$ cat src/rtl/csr_access_unit.sv
// CSR instruction sequencer: decodes a Zicsr op, then performs the read,
// the read-modify-write and the rd response over a small four-state FSM.
module csr_access_unit #(
    parameter int REG_WIDTH = 64
) (
    input  logic                 clk_sys_i,
    input  logic                 rst_sys_i,
    input  logic                 pause_i,
    input  logic                 req_valid_i,
    output logic                 req_ready_o,
    input  logic [2:0]           req_funct3_i,
    input  logic [11:0]          req_addr_i,
    input  logic [REG_WIDTH-1:0] req_rs1_data_i,
    input  logic [4:0]           req_uimm_i,
    input  logic                 req_rd_zero_i,
    output logic                 csr_read_ena_o,
    output logic [11:0]          csr_read_addr_o,
    input  logic [REG_WIDTH-1:0] csr_read_data_i,
    output logic                 csr_write_ena_o,
    output logic [11:0]          csr_write_addr_o,
    output logic [REG_WIDTH-1:0] csr_write_data_o,
    input  logic                 trap_enter_i,
    output logic                 rsp_valid_o,
    output logic [REG_WIDTH-1:0] rsp_rd_data_o,
    output logic                 rsp_illegal_o,
    output logic [1:0]           dbg_state_o
);

    typedef enum logic [1:0] {
        ST_IDLE  = 2'd0,
        ST_READ  = 2'd1,
        ST_WRITE = 2'd2,
        ST_RESP  = 2'd3
    } state_e;

    state_e                 state_q, state_d;
    logic [1:0]             op_q;
    logic [11:0]            addr_q;
    logic [REG_WIDTH-1:0]   src_q;
    logic [REG_WIDTH-1:0]   old_q;
    logic                   do_write_q;
    logic                   illegal_q;

    // Decode is done on the live request but only consumed at the accept edge.
    logic accept;
    logic is_rw;
    logic do_write;
    logic do_read;
    logic illegal;

    assign accept   = (state_q == ST_IDLE) && req_valid_i && !pause_i;
    assign is_rw    = (req_funct3_i[1:0] == 2'b01);
    assign do_write = is_rw || (req_uimm_i != 5'd0);
    assign do_read  = !(is_rw && req_rd_zero_i);
    assign illegal  = (req_funct3_i[1:0] == 2'b00) ||
                      (do_write && (req_addr_i[11:10] == 2'b11));

    always_ff @(posedge clk_sys_i) begin
        if (rst_sys_i) begin
            state_q <= ST_IDLE;
        end else begin
            state_q <= state_d;
        end
    end

    always_ff @(posedge clk_sys_i) begin
        if (rst_sys_i) begin
            op_q       <= 2'b00;
            addr_q     <= 12'h000;
            src_q      <= '0;
            old_q      <= '0;
            do_write_q <= 1'b0;
            illegal_q  <= 1'b0;
        end else if (accept) begin
            op_q       <= req_funct3_i[1:0];
            addr_q     <= req_addr_i;
            src_q      <= req_funct3_i[2] ? {{(REG_WIDTH-5){1'b0}}, req_uimm_i} : req_rs1_data_i;
            old_q      <= '0;
            do_write_q <= do_write;
            illegal_q  <= illegal;
        end else if (state_q == ST_READ && !pause_i && !trap_enter_i) begin
            old_q <= csr_read_data_i;
        end
    end

    always_comb begin
        state_d = state_q;
        case (state_q)
            ST_IDLE: begin
                if (accept) begin
                    if (illegal)      state_d = ST_RESP;
                    else if (do_read) state_d = ST_READ;
                    else              state_d = ST_WRITE;
                end
            end
            ST_READ: begin
                if (trap_enter_i)  state_d = ST_IDLE;
                else if (!pause_i) state_d = do_write_q ? ST_WRITE : ST_RESP;
            end
            ST_WRITE: begin
                if (trap_enter_i)  state_d = ST_IDLE;
                else if (!pause_i) state_d = ST_RESP;
            end
            ST_RESP: state_d = ST_IDLE;
            default: state_d = ST_IDLE;
        endcase
    end

    always_comb begin
        req_ready_o      = (state_q == ST_IDLE);
        csr_read_ena_o   = 1'b0;
        csr_read_addr_o  = 12'h000;
        csr_write_ena_o  = 1'b0;
        csr_write_addr_o = 12'h000;
        csr_write_data_o = '0;
        rsp_valid_o      = 1'b0;
        rsp_rd_data_o    = '0;
        rsp_illegal_o    = 1'b0;
        dbg_state_o      = state_q;
        case (state_q)
            ST_READ: begin
                csr_read_ena_o  = 1'b1;
                csr_read_addr_o = addr_q;
            end
            ST_WRITE: begin
                csr_write_ena_o  = 1'b1;
                csr_write_addr_o = addr_q;
                case (op_q)
                    2'b10:   csr_write_data_o = old_q | src_q;
                    2'b11:   csr_write_data_o = old_q & ~src_q;
                    default: csr_write_data_o = src_q;
                endcase
            end
            ST_RESP: begin
                rsp_valid_o   = 1'b1;
                rsp_rd_data_o = old_q;
                rsp_illegal_o = illegal_q;
            end
            default: ;
        endcase
    end

endmodule

$ cat config.mk
export PLATFORM = sky130hd
export DESIGN_NAME = csr_access_unit
export DESIGN_NICKNAME = d
export VERILOG_FILES = /design/src/rtl/csr_access_unit.sv
export SDC_FILE = /design/constraint.sdc
export NUM_CORES = 1
export LEC_CHECK = 0
export BUFFER_PORTS_ARGS = -buffer_cell sky130_fd_sc_hd__buf_2
export CAP_MARGIN = 30
export CORE_ASPECT_RATIO = 0.75
export CORE_MARGIN = 1
export CORE_UTILIZATION = 51
export DETAILED_ROUTE_END_ITERATION = 6
export PLACE_DENSITY = 0.87
export SYNTH_ARGS = -nofsm -noshare
export SYNTH_HDL_FRONTEND = slang
export SYNTH_SLANG_ARGS = --single-unit
$ cat constraint.sdc
create_clock -name clk_sys_i -period 3.5 [get_ports clk_sys_i]
set_clock_uncertainty 0.2 [all_clocks]
set_input_delay 0.525 -clock clk_sys_i [delete_from_list [all_inputs] [get_ports clk_sys_i]]
set_output_delay 0.525 -clock clk_sys_i [all_outputs]
set_load 0.03 [all_outputs]
==> results_dict.tcl <==
set metrics [dict create \
    yosysTopAreaCell "dfxtp_1" \
    drt_iter0_drc 465 \
    finalCritPeriodShare 0.806 \
    setup_violations 0 \
    hold_path.class "input port to register" \
    crit_path_end_kind "output pin" \
    yosys-top-cells-count "nand2_1 (198), dfxtp_1 (146), nor2_1 (142), a21oi_1 (130), a22o_1 (73)" \
    ios 313 \
    cp.arrival_ns 2.10 \
    antenna_found_initial 0 \
    period_needed_ns 2.82 \
    dr.pass1.iters 5 \
    place.gp.congestion 0.921 \
    cts_resized 0 \
    cp.required_ns 2.77 \
    num-nets-final 1316 \
    start_util 0.533 \
    grt_use_total 0.328 \
    tightest_slew_ns 0.782 \
    seq_area_frac_synth 0.439 \
    slew_headroom 0.479 \
    via_per_inst 5.52 \
    synth-simple-area-share 0.293 \
    synth_fp_nets 1047 \
    postCtsSetupBuffers 0 \
    num_vias 7397 \
    fp.dieArea_sq_um 13500 \
    grt_setup_unrepaired "false" \
    grt_overflow_total 0 \
    power_per_cell_area_nw_per_um2 470 \
    fp.coreArea_sq_um 12500 \
    drt-total-wl_mm 22.3 \
    io_buffers 312 \
    leakage_nw 4.42 \
    internal_power_w 0.00306 \
    synth_cells 893 \
    worstSkewPairLatency_ns 0.41 \
    cts_buffer_depth 2 \
    cp-start-kind "register" \
    synthToLayoutAreaGrowth_pct 34.0 \
    yosys_warnings 0 \
    clock_power_share 0.451 \
    slew_violations 0 \
    synth_compound_area_frac 0.207 \
    yosysMostFrequentCell "nand2_1" \
    die_w_um 134 \
    synthArstFlopShare 0 \
    synth_top_cell_area_share 0.439 \
    drive_gt1_frac 0.317 \
    synth_xor_area_frac 0 \
    ant_nets 0 \
    seqPwrFrac 0.425 \
    muxShareOfSynthArea 0.00903 \
    setup_tns_ns 0 \
    cts_tree "done" \
    cts_buffers 17 \
    synthAdderAreaFrac 0 \
    htree_levels 4 \
    finalHoldViolations 0 \
    synth_edf_count 0 \
    ys_types 28 \
    wl_per_cell_um 16.7 \
    grt_max_degree 73 \
    clk_pin_slew_ns 0.06 \
    netSwitchingPower_w 0.00113 \
    synthesis.area_sq_um 6650 \
    p_sw_frac 0.271 \
    avgSynthCellArea_sq_um 7.45 \
    timing.hold.ws_ns 0.119 \
    fmax_mhz 354 \
    ys.flop_type "dfxtp_1" \
    drc 0 \
    synth_top_family_by_area "simple AND/OR/NAND/NOR gates" \
    synth.area.top_cells "dfxtp_1 (44%), nand2_1 (11%), a21oi_1 (9.8%), a22o_1 (9.6%), nor2_1 (8.0%)" \
    synth_seq_cells 146 \
    die_h_um 101 \
    p_comb_frac 0.124 \
    n_antenna_cell 0 \
    status "completed" \
    final_core_util 0.714 \
    dp_hpwl_mm 14.9 \
    holdBufCountCts 0 \
    first_global_vias 6882 \
    worstSetupPathType "register to output pin" \
    cts-root-buf "clkbuf_16" \
    worstPathMaxFanout 65 \
    cts_sinks 146 \
    ir_worst_vdd_mv 0.417 \
    grt_pass1_wl_mm 34.5 \
    placementRows 35 \
    max-cap-violations 0 \
    n_fill_cell 1001 \
]
-- power by group through the flow --
stage,Sequential [W],Clock (W),Combinational (W)
floorplan,0.00180,0,0.000301
global placement,0.00181,0,0.000504
detailed placement,0.00181,0,0.000513
CTS,0.00178,0.00191,0.000517
global route,0.00179,0.00198,0.000561
finish,0.00178,0.00189,0.000521
-- cell type report --
type / instances / area (sq um) / area share
multi-input cells: 666 / 3410 / 0.382
clock inverters: 14 / 179 / 0.0201
well taps: 166 / 208 / 0.0233
flip-flops and latches: 146 / 2930 / 0.328
clock buffers: 18 / 439 / 0.0493
repair buffers: 328 / 1740 / 0.196
inverters: 3 / 11.3 / 0.00126
-- state kept, by name, indices dropped and copies added, names as in the netlist --
signal       flops
old_q           64
src_q           64
addr_q          12
dbg_state_o      2
op_q             2
do_write_q       1
illegal_q        1
-- cell usage in the layout (no fill, tap or decap), types with 2 or more instances in the layout --
cell,n
buf_2,312
nand2_1,196
dfxtp_1,143
nor2_1,141
a21oi_1,130
a22o_1,73
and3_1,65
and2_1,25
clkbuf_16,17
buf_4,11
mux2i_1,6
a211oi_1,6
buf_12,5
nor2b_1,4
inv_6,4
inv_1,3
bufinv_16,3
clkinvlp_4,3
clkinv_4,3
dfxtp_2,3
nand2_2,2
o21ai_0,2
nor3_1,2
o21a_1,2
-- worst max-delay path, stage by stage (launching register included) --
cell	delay, ns
dfxtp_2	0.33
buf_4	0.59
nand2_1	0.15
nor2_1	0.14
a21oi_1	0.06
nor2_1	0.11
buf_2	0.23
-- through the flow --
step	total power, W	std cells	area (sq um)	worst slack (ns)
floorplan	0.00210	893	6650	1.03
global placement	0.00232	1309	8300	1.01
detailed placement	0.00233	1309	8300	0.978
CTS	0.00420	1341	8920	0.717
global route	0.00433	1341	8920	0.556
finish	0.00419	1341	8920	0.678
-- worst paths after layout --
path                                      from                   end  slack (ns)  depth (start not counted)
worst min register to register       old_q[42]             old_q[42]        0.27                          2
worst max-delay path                   op_q[1]  csr_write_data_o[36]        0.68                          6
worst max register to register  dbg_state_o[1]             src_q[23]        1.11                          6
worst min-delay path             req_addr_i[5]             addr_q[5]        0.12                          2
-- routing by layer --
layer / vias up / global-route usage / routed length [um]
met4: 0 / 0.139 / 639
met1: 3421 / 0.408 / 9270
li1: 3554 / - / -
met5: - / 0 / 0
met2: 371 / 0.552 / 10600
met3: 51 / 0.0699 / 1810
-- cell families (layout without fill, tap and decap cells) --
logic type	after synthesis	in the layout
buf+inv	81	363
compound gates	215	215
simple gates	445	445
mux	6	6
flops	146	146
No activity file was read; power rests on OpenSTA's default activity.
